[src/rtl/attack_round_if.sv]
// Signal bundle between the game top level and the attack_round turn controller.
interface attack_round_if;
  logic [10:0] hcount_in;
  logic [9:0]  vcount_in;
  logic [3:0]  state_in;
  logic [1:0]  rotate_in;
  logic        busy_out;
  logic        finished_out;
  logic [7:0]  damage_out;
  logic        hp_dec_out;
  logic [11:0] pixel_out;

  modport master (
    output hcount_in, vcount_in, state_in, rotate_in,
    input  busy_out, finished_out, damage_out, hp_dec_out, pixel_out
  );

  modport slave (
    input  hcount_in, vcount_in, state_in, rotate_in,
    output busy_out, finished_out, damage_out, hp_dec_out, pixel_out
  );
endinterface

[src/rtl/attack_round.sv]
// Player attack turn: sweeps a bar across the battle frame, scores the swipe,
// drains enemy health, flashes, then shrinks and raises the frame.
module attack_round #(
  parameter int         FRAME_X      = 128,
  parameter int         FRAME_Y      = 384,
  parameter int         FRAME_W      = 768,
  parameter int         FRAME_H      = 192,
  parameter int         BORDER       = 8,
  parameter int         BAR_W        = 8,
  parameter int         BAR_H        = 160,
  parameter int         BAR_STEP     = 8,
  parameter int         MAX_DAMAGE   = 24,
  parameter int         DMG_SHIFT    = 4,
  parameter int         HOLD_FRAMES  = 60,
  parameter int         FLASH_PERIOD = 10,
  parameter int         SHRINK_W     = 160,
  parameter int         SHRINK_STEP  = 4,
  parameter int         RISE_DY      = 80,
  parameter int         RISE_STEP    = 8,
  parameter logic [3:0] START_STATE  = 4'b0001
) (
  input  logic           clk,
  input  logic           rst,
  attack_round_if.slave  bus
);

  typedef enum logic [2:0] {
    S_IDLE, S_ARM, S_SWEEP, S_DRAIN, S_FLASH, S_SHRINK, S_RISE, S_DONE
  } state_t;

  localparam logic [10:0] BAR_LIMIT = 11'(FRAME_X + FRAME_W - BORDER - BAR_W);
  localparam logic [9:0]  Y_TOP     = 10'(FRAME_Y - RISE_DY);

  state_t      state_r, state_s;
  logic [10:0] x_r, x_s, w_r, w_s, bar_r, bar_s;
  logic [9:0]  y_r, y_s;
  logic [11:0] colour_r, colour_s, pixel_r, pixel_s;
  logic [7:0]  rem_r, rem_s, flash_cnt_r, flash_cnt_s, period_r, period_s;
  logic [7:0]  damage_r, damage_s, hit_dmg_s;
  logic        hp_r, hp_s, busy_r, busy_s, fin_r, fin_s;
  logic [3:0]  prev_r;
  logic        tick_s, start_s, busy_now_s, bar_vis_s;
  logic [10:0] bar_adv_s, w_dec_s;
  logic [9:0]  y_dec_s;
  logic [11:0] h_s, v_s, xl_s, xr_s, yt_s, yb_s, by_s;
  logic        in_outer_s, in_inner_s, in_bar_s;

  // Damage from distance between bar centre and frame centre.
  function automatic logic [7:0] calc_damage(input logic [10:0] bar);
    logic [11:0] c, r, e, pen;
    c   = {1'b0, bar} + 12'(BAR_W / 2);
    r   = 12'(FRAME_X + FRAME_W / 2);
    e   = (c >= r) ? (c - r) : (r - c);
    pen = e >> DMG_SHIFT;
    return (pen >= 12'(MAX_DAMAGE)) ? 8'd0 : 8'(12'(MAX_DAMAGE) - pen);
  endfunction

  // Next-state, datapath and pixel logic.
  always_comb begin
    state_s     = state_r;
    x_s         = x_r;
    y_s         = y_r;
    w_s         = w_r;
    bar_s       = bar_r;
    colour_s    = colour_r;
    rem_s       = rem_r;
    flash_cnt_s = flash_cnt_r;
    period_s    = period_r;
    damage_s    = damage_r;
    hp_s        = 1'b0;
    tick_s      = (bus.hcount_in == 11'd0) && (bus.vcount_in == 10'd0);
    start_s     = (bus.state_in == START_STATE) && (prev_r != START_STATE) &&
                  ((state_r == S_IDLE) || (state_r == S_DONE));
    bar_adv_s   = bar_r + 11'(BAR_STEP);
    w_dec_s     = w_r - 11'(2 * SHRINK_STEP);
    y_dec_s     = y_r - 10'(RISE_STEP);
    hit_dmg_s   = calc_damage(bar_r);

    case (state_r)
      S_IDLE, S_DONE: begin
        if (start_s) begin
          x_s         = 11'(FRAME_X);
          y_s         = 10'(FRAME_Y);
          w_s         = 11'(FRAME_W);
          bar_s       = 11'(FRAME_X + BORDER);
          colour_s    = 12'hFFF;
          rem_s       = 8'd0;
          flash_cnt_s = 8'd0;
          period_s    = 8'd0;
          state_s     = S_ARM;
        end else begin
          state_s = state_r;
        end
      end
      S_ARM: begin
        if (tick_s) begin
          bar_s = bar_adv_s;
        end else begin
          bar_s = bar_r;
        end
        if (tick_s && (bar_adv_s >= BAR_LIMIT)) begin
          damage_s = 8'd0;
          state_s  = S_SHRINK;
        end else if (bus.rotate_in == 2'b00) begin
          state_s = S_SWEEP;
        end else begin
          state_s = S_ARM;
        end
      end
      S_SWEEP: begin
        // A swipe on a tick cycle scores the bar before it advances.
        if (bus.rotate_in == 2'b01) begin
          damage_s = hit_dmg_s;
          rem_s    = hit_dmg_s;
          state_s  = (hit_dmg_s == 8'd0) ? S_FLASH : S_DRAIN;
        end else if (tick_s) begin
          bar_s = bar_adv_s;
          if (bar_adv_s >= BAR_LIMIT) begin
            damage_s = 8'd0;
            state_s  = S_SHRINK;
          end else begin
            state_s = S_SWEEP;
          end
        end else begin
          state_s = S_SWEEP;
        end
      end
      S_DRAIN: begin
        if (rem_r == 8'd0) begin
          state_s = S_FLASH;
        end else if (tick_s) begin
          hp_s    = 1'b1;
          rem_s   = rem_r - 8'd1;
          state_s = (rem_r == 8'd1) ? S_FLASH : S_DRAIN;
        end else begin
          state_s = S_DRAIN;
        end
      end
      S_FLASH: begin
        if (tick_s) begin
          if (period_r == 8'(FLASH_PERIOD - 1)) begin
            period_s = 8'd0;
            colour_s = ~colour_r;
          end else begin
            period_s = period_r + 8'd1;
          end
          if (flash_cnt_r == 8'(HOLD_FRAMES - 1)) begin
            state_s = S_SHRINK;
          end else begin
            flash_cnt_s = flash_cnt_r + 8'd1;
          end
        end else begin
          state_s = S_FLASH;
        end
      end
      S_SHRINK: begin
        if (tick_s) begin
          x_s     = x_r + 11'(SHRINK_STEP);
          w_s     = w_dec_s;
          state_s = (w_dec_s == 11'(SHRINK_W)) ? S_RISE : S_SHRINK;
        end else begin
          state_s = S_SHRINK;
        end
      end
      S_RISE: begin
        if (tick_s) begin
          y_s     = y_dec_s;
          state_s = (y_dec_s == Y_TOP) ? S_DONE : S_RISE;
        end else begin
          state_s = S_RISE;
        end
      end
      default: state_s = S_IDLE;
    endcase

    busy_s = (state_s != S_IDLE) && (state_s != S_DONE);
    fin_s  = (state_s == S_DONE) && (bus.state_in == START_STATE);

    busy_now_s = (state_r != S_IDLE) && (state_r != S_DONE);
    bar_vis_s  = (state_r == S_ARM) || (state_r == S_SWEEP) ||
                 (state_r == S_DRAIN) || (state_r == S_FLASH);
    h_s  = {1'b0, bus.hcount_in};
    v_s  = {2'b00, bus.vcount_in};
    xl_s = {1'b0, x_r};
    xr_s = xl_s + {1'b0, w_r};
    yt_s = {2'b00, y_r};
    yb_s = yt_s + 12'(FRAME_H);
    by_s = yt_s + 12'(2 * BORDER);
    in_outer_s = (h_s >= xl_s) && (h_s < xr_s) && (v_s >= yt_s) && (v_s < yb_s);
    in_inner_s = (h_s >= xl_s + 12'(BORDER)) && (h_s < xr_s - 12'(BORDER)) &&
                 (v_s >= yt_s + 12'(BORDER)) && (v_s < yb_s - 12'(BORDER));
    in_bar_s   = (h_s >= {1'b0, bar_r}) && (h_s < {1'b0, bar_r} + 12'(BAR_W)) &&
                 (v_s >= by_s) && (v_s < by_s + 12'(BAR_H));
    if (!busy_now_s) begin
      pixel_s = 12'h000;
    end else if (bar_vis_s && in_bar_s) begin
      pixel_s = colour_r;
    end else if (in_outer_s && !in_inner_s) begin
      pixel_s = 12'hFFF;
    end else begin
      pixel_s = 12'h000;
    end
  end

  // State, geometry and registered outputs.
  always_ff @(posedge clk) begin
    if (rst) begin
      state_r     <= S_IDLE;
      x_r         <= 11'(FRAME_X);
      y_r         <= 10'(FRAME_Y);
      w_r         <= 11'(FRAME_W);
      bar_r       <= 11'(FRAME_X + BORDER);
      colour_r    <= 12'hFFF;
      rem_r       <= 8'd0;
      flash_cnt_r <= 8'd0;
      period_r    <= 8'd0;
      damage_r    <= 8'd0;
      hp_r        <= 1'b0;
      busy_r      <= 1'b0;
      fin_r       <= 1'b0;
      pixel_r     <= 12'h000;
      prev_r      <= 4'd0;
    end else begin
      state_r     <= state_s;
      x_r         <= x_s;
      y_r         <= y_s;
      w_r         <= w_s;
      bar_r       <= bar_s;
      colour_r    <= colour_s;
      rem_r       <= rem_s;
      flash_cnt_r <= flash_cnt_s;
      period_r    <= period_s;
      damage_r    <= damage_s;
      hp_r        <= hp_s;
      busy_r      <= busy_s;
      fin_r       <= fin_s;
      pixel_r     <= pixel_s;
      prev_r      <= bus.state_in;
    end
  end

  assign bus.busy_out     = busy_r;
  assign bus.finished_out = fin_r;
  assign bus.damage_out   = damage_r;
  assign bus.hp_dec_out   = hp_r;
  assign bus.pixel_out    = pixel_r;

endmodule
[src/flat_wrapper.sv]
// flat-port wrapper written by rule: the top's interface ports become plain ports
module attack_round_flat 
#(
  parameter int         FRAME_X      = 128,
  parameter int         FRAME_Y      = 384,
  parameter int         FRAME_W      = 768,
  parameter int         FRAME_H      = 192,
  parameter int         BORDER       = 8,
  parameter int         BAR_W        = 8,
  parameter int         BAR_H        = 160,
  parameter int         BAR_STEP     = 8,
  parameter int         MAX_DAMAGE   = 24,
  parameter int         DMG_SHIFT    = 4,
  parameter int         HOLD_FRAMES  = 60,
  parameter int         FLASH_PERIOD = 10,
  parameter int         SHRINK_W     = 160,
  parameter int         SHRINK_STEP  = 4,
  parameter int         RISE_DY      = 80,
  parameter int         RISE_STEP    = 8,
  parameter logic [3:0] START_STATE  = 4'b0001
)
  (clk, rst, bus_hcount_in, bus_vcount_in, bus_state_in, bus_rotate_in, bus_busy_out, bus_finished_out, bus_damage_out, bus_hp_dec_out, bus_pixel_out);
  attack_round_if bus_i ();
  input  logic clk;
  input  logic rst;
  input wire logic [$bits(bus_i.hcount_in)-1:0] bus_hcount_in;
  input wire logic [$bits(bus_i.vcount_in)-1:0] bus_vcount_in;
  input wire logic [$bits(bus_i.state_in)-1:0] bus_state_in;
  input wire logic [$bits(bus_i.rotate_in)-1:0] bus_rotate_in;
  output wire logic [$bits(bus_i.busy_out)-1:0] bus_busy_out;
  output wire logic [$bits(bus_i.finished_out)-1:0] bus_finished_out;
  output wire logic [$bits(bus_i.damage_out)-1:0] bus_damage_out;
  output wire logic [$bits(bus_i.hp_dec_out)-1:0] bus_hp_dec_out;
  output wire logic [$bits(bus_i.pixel_out)-1:0] bus_pixel_out;
  assign bus_i.hcount_in = bus_hcount_in;
  assign bus_i.vcount_in = bus_vcount_in;
  assign bus_i.state_in = bus_state_in;
  assign bus_i.rotate_in = bus_rotate_in;
  assign bus_busy_out = bus_i.busy_out;
  assign bus_finished_out = bus_i.finished_out;
  assign bus_damage_out = bus_i.damage_out;
  assign bus_hp_dec_out = bus_i.hp_dec_out;
  assign bus_pixel_out = bus_i.pixel_out;
  attack_round #(.FRAME_X(FRAME_X), .FRAME_Y(FRAME_Y), .FRAME_W(FRAME_W), .FRAME_H(FRAME_H), .BORDER(BORDER), .BAR_W(BAR_W), .BAR_H(BAR_H), .BAR_STEP(BAR_STEP), .MAX_DAMAGE(MAX_DAMAGE), .DMG_SHIFT(DMG_SHIFT), .HOLD_FRAMES(HOLD_FRAMES), .FLASH_PERIOD(FLASH_PERIOD), .SHRINK_W(SHRINK_W), .SHRINK_STEP(SHRINK_STEP), .RISE_DY(RISE_DY), .RISE_STEP(RISE_STEP), .START_STATE(START_STATE)) u_core (.clk(clk), .rst(rst), .bus(bus_i));
endmodule
[config.mk]
export PLATFORM = sky130hd
export DESIGN_NAME = attack_round_flat
export DESIGN_NICKNAME = d
export VERILOG_FILES = /design/src/rtl/attack_round_if.sv /design/src/rtl/attack_round.sv /design/src/flat_wrapper.sv
export SDC_FILE = /design/constraint.sdc
export NUM_CORES = 1
export LEC_CHECK = 0
export ABC_AREA = 1
export BUFFER_PORTS_ARGS = -buffer_cell sky130_fd_sc_hd__buf_2
export CAP_MARGIN = 20
export CORE_MARGIN = 2
export CORE_UTILIZATION = 50
export CTS_CLUSTER_SIZE = 30
export DETAILED_ROUTE_END_ITERATION = 12
export PLACE_DENSITY = 0.72
export SLEW_MARGIN = 10
export SYNTH_ARGS = -nofsm -noshare
export SYNTH_HDL_FRONTEND = slang
export SYNTH_SLANG_ARGS = --single-unit
export TNS_END_PERCENT = 50
[constraint.sdc]
create_clock -name clk -period 8.2 [get_ports clk]
set_input_delay 0.82 -clock clk [delete_from_list [all_inputs] [get_ports clk]]
set_output_delay 0.82 -clock clk [all_outputs]
set_load 0.02 [all_outputs]
Word-level counts from Yosys, hierarchy flattened
Index checks and enable logic that the tools add are counted.
{ "word_totals": {"register_bits": 109, "inputBits": 29, "output_inout_bits": 23, "word_cells": 187} }
{ "classes": {"addsub": 20, "n_lt_le_gt_ge": 15, "n_eq_ne": 31, "muxes": 55, "bitwise_logic": 3, "reduce_logical": 48} }
{ "ops": {"columns": ["op", "count"], "rows": [
  ["$mux 8", 13],
  ["$mux 11", 7],
  ["$mux 12", 6],
  ["$pmux 8 s2", 3],
  ["$pmux 11 s2", 2],
  ["$mux 3", 13],
  ["$lt 10x12->1", 3],
  ["$lt 11x12->1", 3],
  ["$pmux 11 s3", 1],
  ["$add 11x4->12 const B", 2],
  ["$ge 10x12->1", 2],
  ["$pmux 12 s2", 1],
  ["$pmux 8 s3", 1],
  ["$sub 12x4->12 const B", 2],
  ["$ge 11x11->1", 2],
  ["$pmux 3 s7", 1],
  ["$mux 10", 2],
  ["$pmux 10 s2", 1],
  ["$logic_and 1x1->1", 18],
  ["$add 8x1->8 const B", 2],
  ["$logic_not 8->1", 2],
  ["$ne 2x1->1 const B", 8],
  ["$eq 3x3->1 const B", 5],
  ["$add 11x11->12", 1],
  ["48 further kinds", 71]
]} }

Logic depth before layout (Yosys ltp)
Gate-level depths: netlist of the first run.
{ "logic_depth": {"word_depth": 11, "depth_mapped": 24, "ltp_nobuf": 23} }

Least setup slack after synthesis of the first run
No wires, ideal clock.
{ "synth_path": {"path_kind": "reg-to-reg", "from": "register u_core.x_r[4]", "to": "register u_core.pixel_r[10] (netlist: u_core.bus.pixel_out[10])", "setup_time_ps": 143, "arrival_ps": 2801, "required_time_ps": 8057, "slack_ps": 5255, "path_stages_with_launch": 22, "path_buffers": 1, "synth_period_minus_slack_ps": 2945, "cell_sequence": "dfxtp_1 ha_1 xnor2_1 ha_1 a21boi_0 nand2_1 a21oi_1 nor2_1 ha_1 nand2_1 nor2_1 a211oi_1 o21ai_0 nand3_1 nand2_1 nand2_1 nand2_1 nand2_1 nand3_1 nand2_2 buf_6 a21oi_2"} }
{ "synth_via": {"elab_chain_len": 10, "elab_cells_between_ends": 17, "cone_classes": "add/sub (3); order compare (4); mux (2); reduce/logical (8)"} }
{ "synth_lines": {"columns": ["item", "line", "rtl"], "rows": [
  ["from (decl)", "attack_round.sv:35", "logic [10:0] x_r, x_s, w_r, w_s, bar_r, bar_s;"],
  ["from (signal assigned)", "attack_round.sv:209", "x_r <= 11'(FRAME_X);"],
  ["from (signal assigned)", "attack_round.sv:225", "x_r <= x_s;"],
  ["$add 11x11->12", "attack_round.sv:185", "xr_s = xl_s + {1'b0, w_r};"],
  ["$sub 12x4->12", "attack_round.sv:190", "in_inner_s = (h_s >= xl_s + 12'(BORDER)) && (h_s < xr_s - 12'(BORDER)) &&"],
  ["$lt 11x12->1", "attack_round.sv:190", null],
  ["$logic_and 1x1->1 (2 in series)", "attack_round.sv:190", null],
  ["$logic_and 1x1->1", "attack_round.sv:191", "(v_s >= yt_s + 12'(BORDER)) && (v_s < yb_s - 12'(BORDER));"],
  ["$logic_not 1->1", "attack_round.sv:198", "end else if (in_outer_s && !in_inner_s) begin"],
  ["$logic_and 1x1->1 (*)", "attack_round.sv:198", null],
  ["$mux 12 (*)", "attack_round.sv:198", null],
  ["$mux 12 (*)", "attack_round.sv:196", "end else if (bar_vis_s && in_bar_s) begin"],
  ["to (signal assigned)", "attack_round.sv:237", "pixel_r <= pixel_s;"],
  ["to (decl)", "attack_round.sv:37", "logic [11:0] colour_r, colour_s, pixel_r, pixel_s;"]
]} }
Mark *: on every way between the ends. The rest lies on a longest branch, timed or not.
A chain may end at the register's enable or synchronous reset.

Final worst setup path of the first run
{ "layout_path": {"from": "register u_core.x_r[4]", "to": "register u_core.pixel_r[11] (netlist: u_core.bus.pixel_out[11])"} }
The elaborated chain is that of the path after synthesis.

==> run_results.csv, run 1 <==
group,metric,value,unit
clock_network,cts-root-buf,"clkbuf_16",
worst_setup_path,r2r-end,"u_core.bus.pixel_out[11]",
sta,hold_viol_final,0,
hold_path,whs_endpoint,"u_core.bus.damage_out[5]",
synthesis,netlist.area_leader.share,0.236,
final_layout,drive_gt1_frac,0.126,
synthesis,synthFlopType,"dfxtp_1",
worst_setup_path,critical_path_arrival,3.65,ns
worst_setup_path,reg2reg_setup_slack,4.77,ns
worst_setup_path,r2r_cells,20,
floorplan,core_area,0.0164,mm2
clock_network,clockBufferDepth,2,
global_route,grt_overflow,0,
routing,dr.pass1.iters,4,
place,hpwl,15400,um
synthesis,synthTopCellsByArea,"dfxtp_1 (24%), ha_1 (18%), nand2_1 (11%)",
clock_network,cts_made_buffers,9,
sta,rsz0062_at_grt,"no",
hold_path,worstHoldStart,"u_core.bus.damage_out[5]",
worst_setup_path,critical_path_class,"flop to flop",
synthesis,postSynth.asyncResetShare,0,
floorplan,die_area,0.0177,mm2
routing,vias,7596,
worst_setup_path,required,8.42,ns
clock_network,clk_latency,0.36,ns
worst_setup_path,cp_cell_sequence,"ha_1 > xnor2_1 > ha_1 > a21boi_0 > nand2_1 > a21oi_1 > nor2_1 > ha_1 > nand2_1 > nor2_1 > a211oi_1 > o21ai_0 > nand3_1 > nand2_1 > nand2_1 > nand2_1 > nand2_1 > nand3_1 > nand2_2 > a21oi_1",
clock_network,cts_resized,0,
hold_path,min_path_type,"flop to flop",
final_layout,diodes,0,
synthesis,synth-edff-count,0,
synthesis,syn-num-nets,1329,
run,cap_violations,0,
place,preCtsSetupSlack,4.77,ns
sta,fmax,292,MHz
routing,final_antenna_net_count,0,
synthesis,ys_warn_count,0,
clock_network,htree_levels,3,
sta,maxSlewHeadroom,0.467,
clock_network,cts_sinks,98,
routing,wl_per_cell,13.4,um
worst_setup_path,path_max_fanout,12,
final_layout,finalNetCount,1367,
floorplan,die_h,133,um
routing,drc,0,
global_route,grt_pass1_vias,7172,
power_and_ir_drop,power_density,221,mW/mm2
outcome,status,"finished, final reports clean",
hold_path,holdPathStages,2,
power_and_ir_drop,ir_worst_vdd,0.000185,V
synthesis,synth.avg_cell_area,7.03,um2
floorplan,num_rows,47,
final_layout,area_delta_synth_final,8.30,%
sta,final_max_slew_viol_count,0,
sta,fin_crit,3.43,ns
synthesis,yosysSeqAreaShare,0.236,
synthesis,ys_seq_elements,98,
place,io_buffers,51,
worst_setup_path,slowest_stage,"dfxtp_1",
routing,drt_iter0_markers,494,
sta,skew,0.00868,ns
worst_setup_path,critPathMaxStageDelay,0.42,ns
worst_setup_path,cpMostUsedCell,"nand2_1",
worst_setup_path,critical_path.startpoint,"u_core.x_r[4]",
floorplan,die_w,133,um
synthesis,syn_inst,1183,
clock_network,cts_setup_buffers,0,
sta,fin_tns_setup,0,ns
global_route,grt_pass1_wl,33700,um
floorplan,pin_count,52,
sta,setup_viol,0,
clock_network,postCtsHoldBufs,0,
place,place.gp.congestion,0.920,
worst_setup_path,critPathLaunchType,"flop",
sta,max_slew.worst_pin.slew,0.793,ns
synthesis,synth_area_leader_cell,"dfxtp_1",
clock_network,cts.clk_slew.worst_paths,0.08,ns
routing,drt_wl_total,19400,um
sta,fin_crit_sh,0.418,
worst_setup_path,cp-end-kind,"flop",
global_route,antenna_found_initial,0,
sta,setup_ws,4.77,ns
worst_setup_path,r2r_start,"u_core.x_r[4]",
global_route,grt_use_total,0.231,
clock_network,cts_tree,"yes",
global_route,grt_max_degree,54,
synthesis,yosysUniqueCellTypes,60,
floorplan,start_util,0.507,
final_layout,fillers,1570,
routing,viasPerCell,5.25,
power_and_ir_drop,p_leak,4.10,nW
synthesis,synth_area,0.00832,mm2
[cells in the final DEF, fill, tap and decap left out, types with 4 or more instances in the layout]
cell type / synthesis / routed
nor2_2: 9 / 9
xor2_2: 5 / 5
o21a_1: 4 / 4
inv_2: 16 / 16
a211o_1: 12 / 12
nand2_1: 245 / 245
buf_2: 5 / 51
a211oi_1: 12 / 12
dfxtp_1: 98 / 98
a22oi_1: 4 / 4
o21ai_0: 41 / 41
clkbuf_16: 0 / 9
nand3b_1: 6 / 6
a21oi_2: 10 / 10
ha_1: 117 / 117
nand4_1: 23 / 23
nor3_1: 23 / 23
xor2_1: 28 / 28
nand3_1: 56 / 56
xnor2_1: 5 / 5
inv_1: 135 / 135
nor2_1: 128 / 128
or2_2: 5 / 5
o21ai_1: 6 / 6
o211ai_1: 5 / 5
a21oi_1: 100 / 100
nand3_2: 7 / 7
nand2_2: 12 / 12
[worst max-delay path: cells and delay by family (launching register included)]
family | cells | cell delay (ns)
xor gates and xnor gates | 1 | 0.28
AOI/OAI and AO/OA | 5 | 0.81
DFF | 1 | 0.42
adders and majority gates | 3 | 0.81
and+or+nand+nor | 11 | 0.96
[Yosys cell counts (2+ instances only)]
cell,count
xnor2_1,5
a221oi_1,3
nand4_2,2
buf_4,5
xor2_2,5
xor2_1,28
a22oi_1,4
ha_1,117
nand4_1,23
nor3_1,23
o21bai_1,2
inv_2,16
buf_2,5
or2_2,5
a21oi_2,10
a21oi_1,100
nor2_4,3
inv_1,135
o21ai_2,3
nand3b_1,6
a211o_1,12
o211ai_1,5
nor2_2,9
inv_4,2
clkbuf_1,8
o2111ai_1,3
nor4_1,3
nand2_2,12
nor3_4,2
o22ai_1,2
buf_6,4
nand2_1,245
xor2_4,2
o21ai_0,41
o21ai_1,6
a31oi_1,2
nor3_2,3
dfxtp_1,98
a211oi_1,12
nand3_2,7
nor2_1,128
o21a_1,4
nand3_1,56
[through the flow]
stage                     power (W)  cells   util  cell area (um2)  hold slack, ns
after floorplan             0.00137   1183      -             8320           0.422
after global placement      0.00155   1430  0.531             8700           0.423
after detailed placement    0.00156   1430  0.531             8700           0.428
after CTS                   0.00200   1446  0.549             9010           0.442
after global routing        0.00218   1446  0.549             9010           0.465
final                       0.00199   1446  0.549             9010           0.438
[where the power goes]
group	switching [W]	total (W)	internal, W
Sequential	0.0000559	0.000590	0.000534
Clock	0.000209	0.000426	0.000217
Combinational	0.000630	0.000973	0.000343
Total	0.000895	0.00199	0.00109
[cell type report]
cell class / count / area [um2] / area share
Multi-Input combinational cell: 906 / 5620 / 0.624
Sequential cell: 98 / 1960 / 0.218
Inverter: 154 / 583 / 0.0647
Tap cell: 220 / 275 / 0.0305
Timing Repair Buffer: 52 / 263 / 0.0292
Clock buffer: 9 / 225 / 0.0250
Clock inverter: 7 / 81.3 / 0.00903
[per-layer routing]
metal / vias up / GRT usage / part of all wire
met5: - / 0 / 0
met3: 24 / 0.0322 / 0.035
met2: 148 / 0.393 / 0.47
li1: 3997 / - / -
met4: 0 / 0.0609 / 0.016
met1: 3427 / 0.307 / 0.48
[worst max path at each step]
stage	end	slack (ns)	cells after the start
after floorplan	u_core.bus.pixel_out[10]	5.26	21
after global placement	u_core.bus.pixel_out[0]	4.90	20
after detailed placement	u_core.bus.pixel_out[0]	4.77	20
after CTS	u_core.bus.pixel_out[0]	4.77	20
after global routing	u_core.bus.pixel_out[11]	4.38	20
final	u_core.bus.pixel_out[11]	4.77	20
[logic make-up (layout without fill, tap and decap cells)]
group                      after synthesis  in the layout  share of synthesized area
AOI/OAI and AO/OA                      217            217                      0.158
xor gates and xnor gates                40             40                     0.0511
adders and majority gates              117            117                      0.176
buffers and inverters                  179            222                     0.0886
DFF                                     98             98                      0.236
and+or+nand+nor                        532            532                      0.290
[registers in the layout (all words and copies together), names as in the netlist]
register                 cells
u_core.bus.hp_dec_out        1
u_core.period_r              8
u_core.x_r                   9
u_core.colour_r             12
u_core.rem_r                 8
u_core.state_r               3
u_core.bus.damage_out        8
u_core.flash_cnt_r           8
u_core.bus.busy_out          1
u_core.bar_r                 8
u_core.bus.finished_out      1
u_core.y_r                   7
u_core.prev_r                4
u_core.w_r                   8
u_core.bus.pixel_out        12
Power figures use the tool's default switching activity.
==> run 2: changes to the inputs <==
PLACE_DENSITY = 0.74   (was 0.72)
clock period = 3 ns   (was 8.2 ns; I/O delays follow)
==> run 2 against run 1 <==
The flow now finishes with violations (negative setup slack). Largest power group unchanged. Clock-buffer cell count unchanged. Cell area increased by 4.0%. Sequential cell count unchanged. Maximum frequency is 8.2% higher. Highest routed layer unchanged. Non-clock buffer count up 29.
==> run_results.csv, run 2 (synthesized netlist as in run 1, its figures left out) <==
group,metric,value,unit
clock_network,cts.clk_slew.worst_paths,0.08,ns
floorplan,die_h,133,um
routing,drc,0,
global_route,grt_pass1_vias,7385,
worst_setup_path,critical_path_class,"flop to flop",
final_layout,fillers,1556,
hold_path,min_path_type,"input port to flop",
place,io_buffers,51,
sta,whs,0.167,ns
power_and_ir_drop,p_int,0.00330,W
worst_setup_path,cpMostUsedCell,"nand2_1",
floorplan,start_util,0.507,
routing,dr.pass1.iters,5,
routing,drt_wl_total,20300,um
clock_network,cts_tree,"yes",
power_and_ir_drop,power_density,625,mW/mm2
sta,fin_tns_setup,-1.88,ns
power_and_ir_drop,pwr-share-clk,0.206,
global_route,grt_use_total,0.232,
worst_setup_path,required,3.22,ns
routing,viasPerCell,5.31,
final_layout,stdcell_count,1475,
clock_network,clockBufferDepth,2,
place,hpwl,16000,um
final_layout,area_delta_synth_final,12.6,%
place,dpl.cell_count,1458,
sta,maxSlewHeadroom,0.579,
final_layout,layout_commonest_cell,"nand2_1",
floorplan,die_w,133,um
final_layout,final_util,0.571,
sta,fmax,316,MHz
worst_setup_path,crit_family,"simple AND/OR/NAND/NOR gates",
sta,setup_ws,-0.167,ns
outcome,status,"complete, but fails checks",
routing,drt_iter0_markers,458,
sta,final_max_slew_viol_count,0,
worst_setup_path,critPathMaxStageDelay,0.34,ns
clock_network,cts_sinks,98,
power_and_ir_drop,p_seq_frac,0.272,
floorplan,pin_count,52,
worst_setup_path,cp-end-kind,"flop",
clock_network,cts_made_buffers,9,
place,place.gp.congestion,0.952,
worst_setup_path,cp_cell_sequence,"ha_4 > nand2_1 > nand2_2 > buf_6 > nand2_8 > nand2_4 > xor2_2 > nand2_2 > a21oi_2 > nor2_1 > ha_1 > nand2_1 > nor2_1 > a211oi_2 > o21ai_1 > nand3_1 > nand2_1 > nand2_1 > nand2_1 > nand2_2 > nand3_2 > nand2_4 > clkbuf_16 > a21oi_2",
global_route,grt_max_degree,30,
worst_setup_path,slowest_stage,"dfxtp_2",
sta,setup_viol,12,
worst_setup_path,critPathLaunchType,"flop",
sta,fin_crit_sh,1.06,
run,cap_violations,0,
sta,hold_viol_final,0,
worst_setup_path,critical_path_arrival,3.39,ns
final_layout,finalNetCount,1396,
worst_setup_path,cp_num_buf_inv,2,
final_layout,drive_gt1_frac,0.161,
global_route,antenna_found_initial,0,
floorplan,num_rows,47,
sta,skew,0.0148,ns
worst_setup_path,path_max_fanout,6,
power_and_ir_drop,comb_power_share,0.522,
clock_network,clk_latency,0.35,ns
clock_network,postCtsHoldBufs,0,
final_layout,diodes,0,
global_route,grt_pass1_wl,34100,um
sta,fin_crit,3.17,ns
power_and_ir_drop,switching_share,0.437,
floorplan,die_area,0.0177,mm2
power_and_ir_drop,p_total,0.00586,W
floorplan,core_area,0.0164,mm2
routing,wl_per_cell,13.8,um
routing,vias,7836,
power_and_ir_drop,switchingPower,0.00256,W
routing,final_antenna_net_count,0,
final_layout,layout_common_cells,"nand2_1 (239), inv_1 (135), nor2_1 (128), ha_1 (113), a21oi_1 (99)",
outcome,violations,"negative setup slack",
clock_network,cts-root-buf,"clkbuf_16",
power_and_ir_drop,ir_worst_vdd,0.000435,V
clock_network,htree_levels,3,
global_route,grt_overflow,0,
sta,max_slew.worst_pin.slew,0.629,ns
sta,rsz0062_at_grt,"yes",
power_and_ir_drop,p_leak,4.27,nW
==> run 2: cell types whose count changed in the layout (fill, tap and decap cells not counted), moves of 3 or more <==
cell     change
buf_4       +26
dfxtp_1      -3
dfxtp_2      +3
ha_1         -4
ha_2         +3
nand2_1      -6
nand2_2      +3
==> run 2: repair_timing <==
action                     CTS  global route
setup buffers                0             0
gates resized for setup      9            18
pin swaps                    0             7
setup endpoints to repair   12            12
gates cloned                 0             1
==> run 2: path summary, 6_finish.rpt <==
kind	slack, ns	start	cells after the start	end
setup / recovery	-0.17	u_core.x_r[4]	24	u_core.bus.pixel_out[8]
hold / removal	0.17	bus_state_in[3]	3	u_core.prev_r[3]
setup reg to reg	-0.17	u_core.x_r[4]	24	u_core.bus.pixel_out[8]
hold reg to reg	0.44	u_core.bus.damage_out[5]	2	u_core.bus.damage_out[5]
==> run 2: metrics by stage <==
stage	setup WS (ns)	instance area, um2
finish	-0.167	9370
global route	-0.372	9370
CTS	-0.00113	9280
detailed placement	-0.245	8930
global placement	-0.0634	8930
floorplan	0.0551	8320
==> run 2: cell type report <==
class / instances / area (um2) / share of cell area
well taps: 220 / 275 / 0.0294
flip-flops and latches: 98 / 1970 / 0.210
clock buffers: 9 / 225 / 0.0240
multi-input cells: 906 / 5710 / 0.610
inverters: 154 / 583 / 0.0622
clock inverters: 7 / 91.3 / 0.00975
repair buffers: 81 / 514 / 0.0549
==> run 2: power groups by stage <==
stage	clock network, W	logic, W	registers (W)
after floorplan	0	0.00214	0.00160
after global placement	0	0.00279	0.00161
after detailed placement	0	0.00284	0.00161
after CTS	0.00123	0.00290	0.00159
after global routing	0.00129	0.00346	0.00162
final	0.00121	0.00306	0.00159
==> run 2: worst register-to-register path: stages (launching register included) <==
cell and delay (ns):
dfxtp_2 0.34, ha_4 0.28, nand2_1 0.07, nand2_2 0.08, buf_6 0.12, nand2_8 0.06, nand2_4 0.09, xor2_2 0.20
nand2_2 0.10, a21oi_2 0.14, nor2_1 0.06, ha_1 0.34, nand2_1 0.09, nor2_1 0.06, a211oi_2 0.20, o21ai_1 0.10
nand3_1 0.07, nand2_1 0.05, nand2_1 0.05, nand2_1 0.06, nand2_2 0.06, nand3_2 0.08, nand2_4 0.14, clkbuf_16 0.16
a21oi_2 0.05
==> run 2: routing by layer <==
metal,part of all wire,global-route usage
met1,0.47,0.308
met2,0.47,0.390
met3,0.037,0.0287
met4,0.026,0.0783
met5,0,0
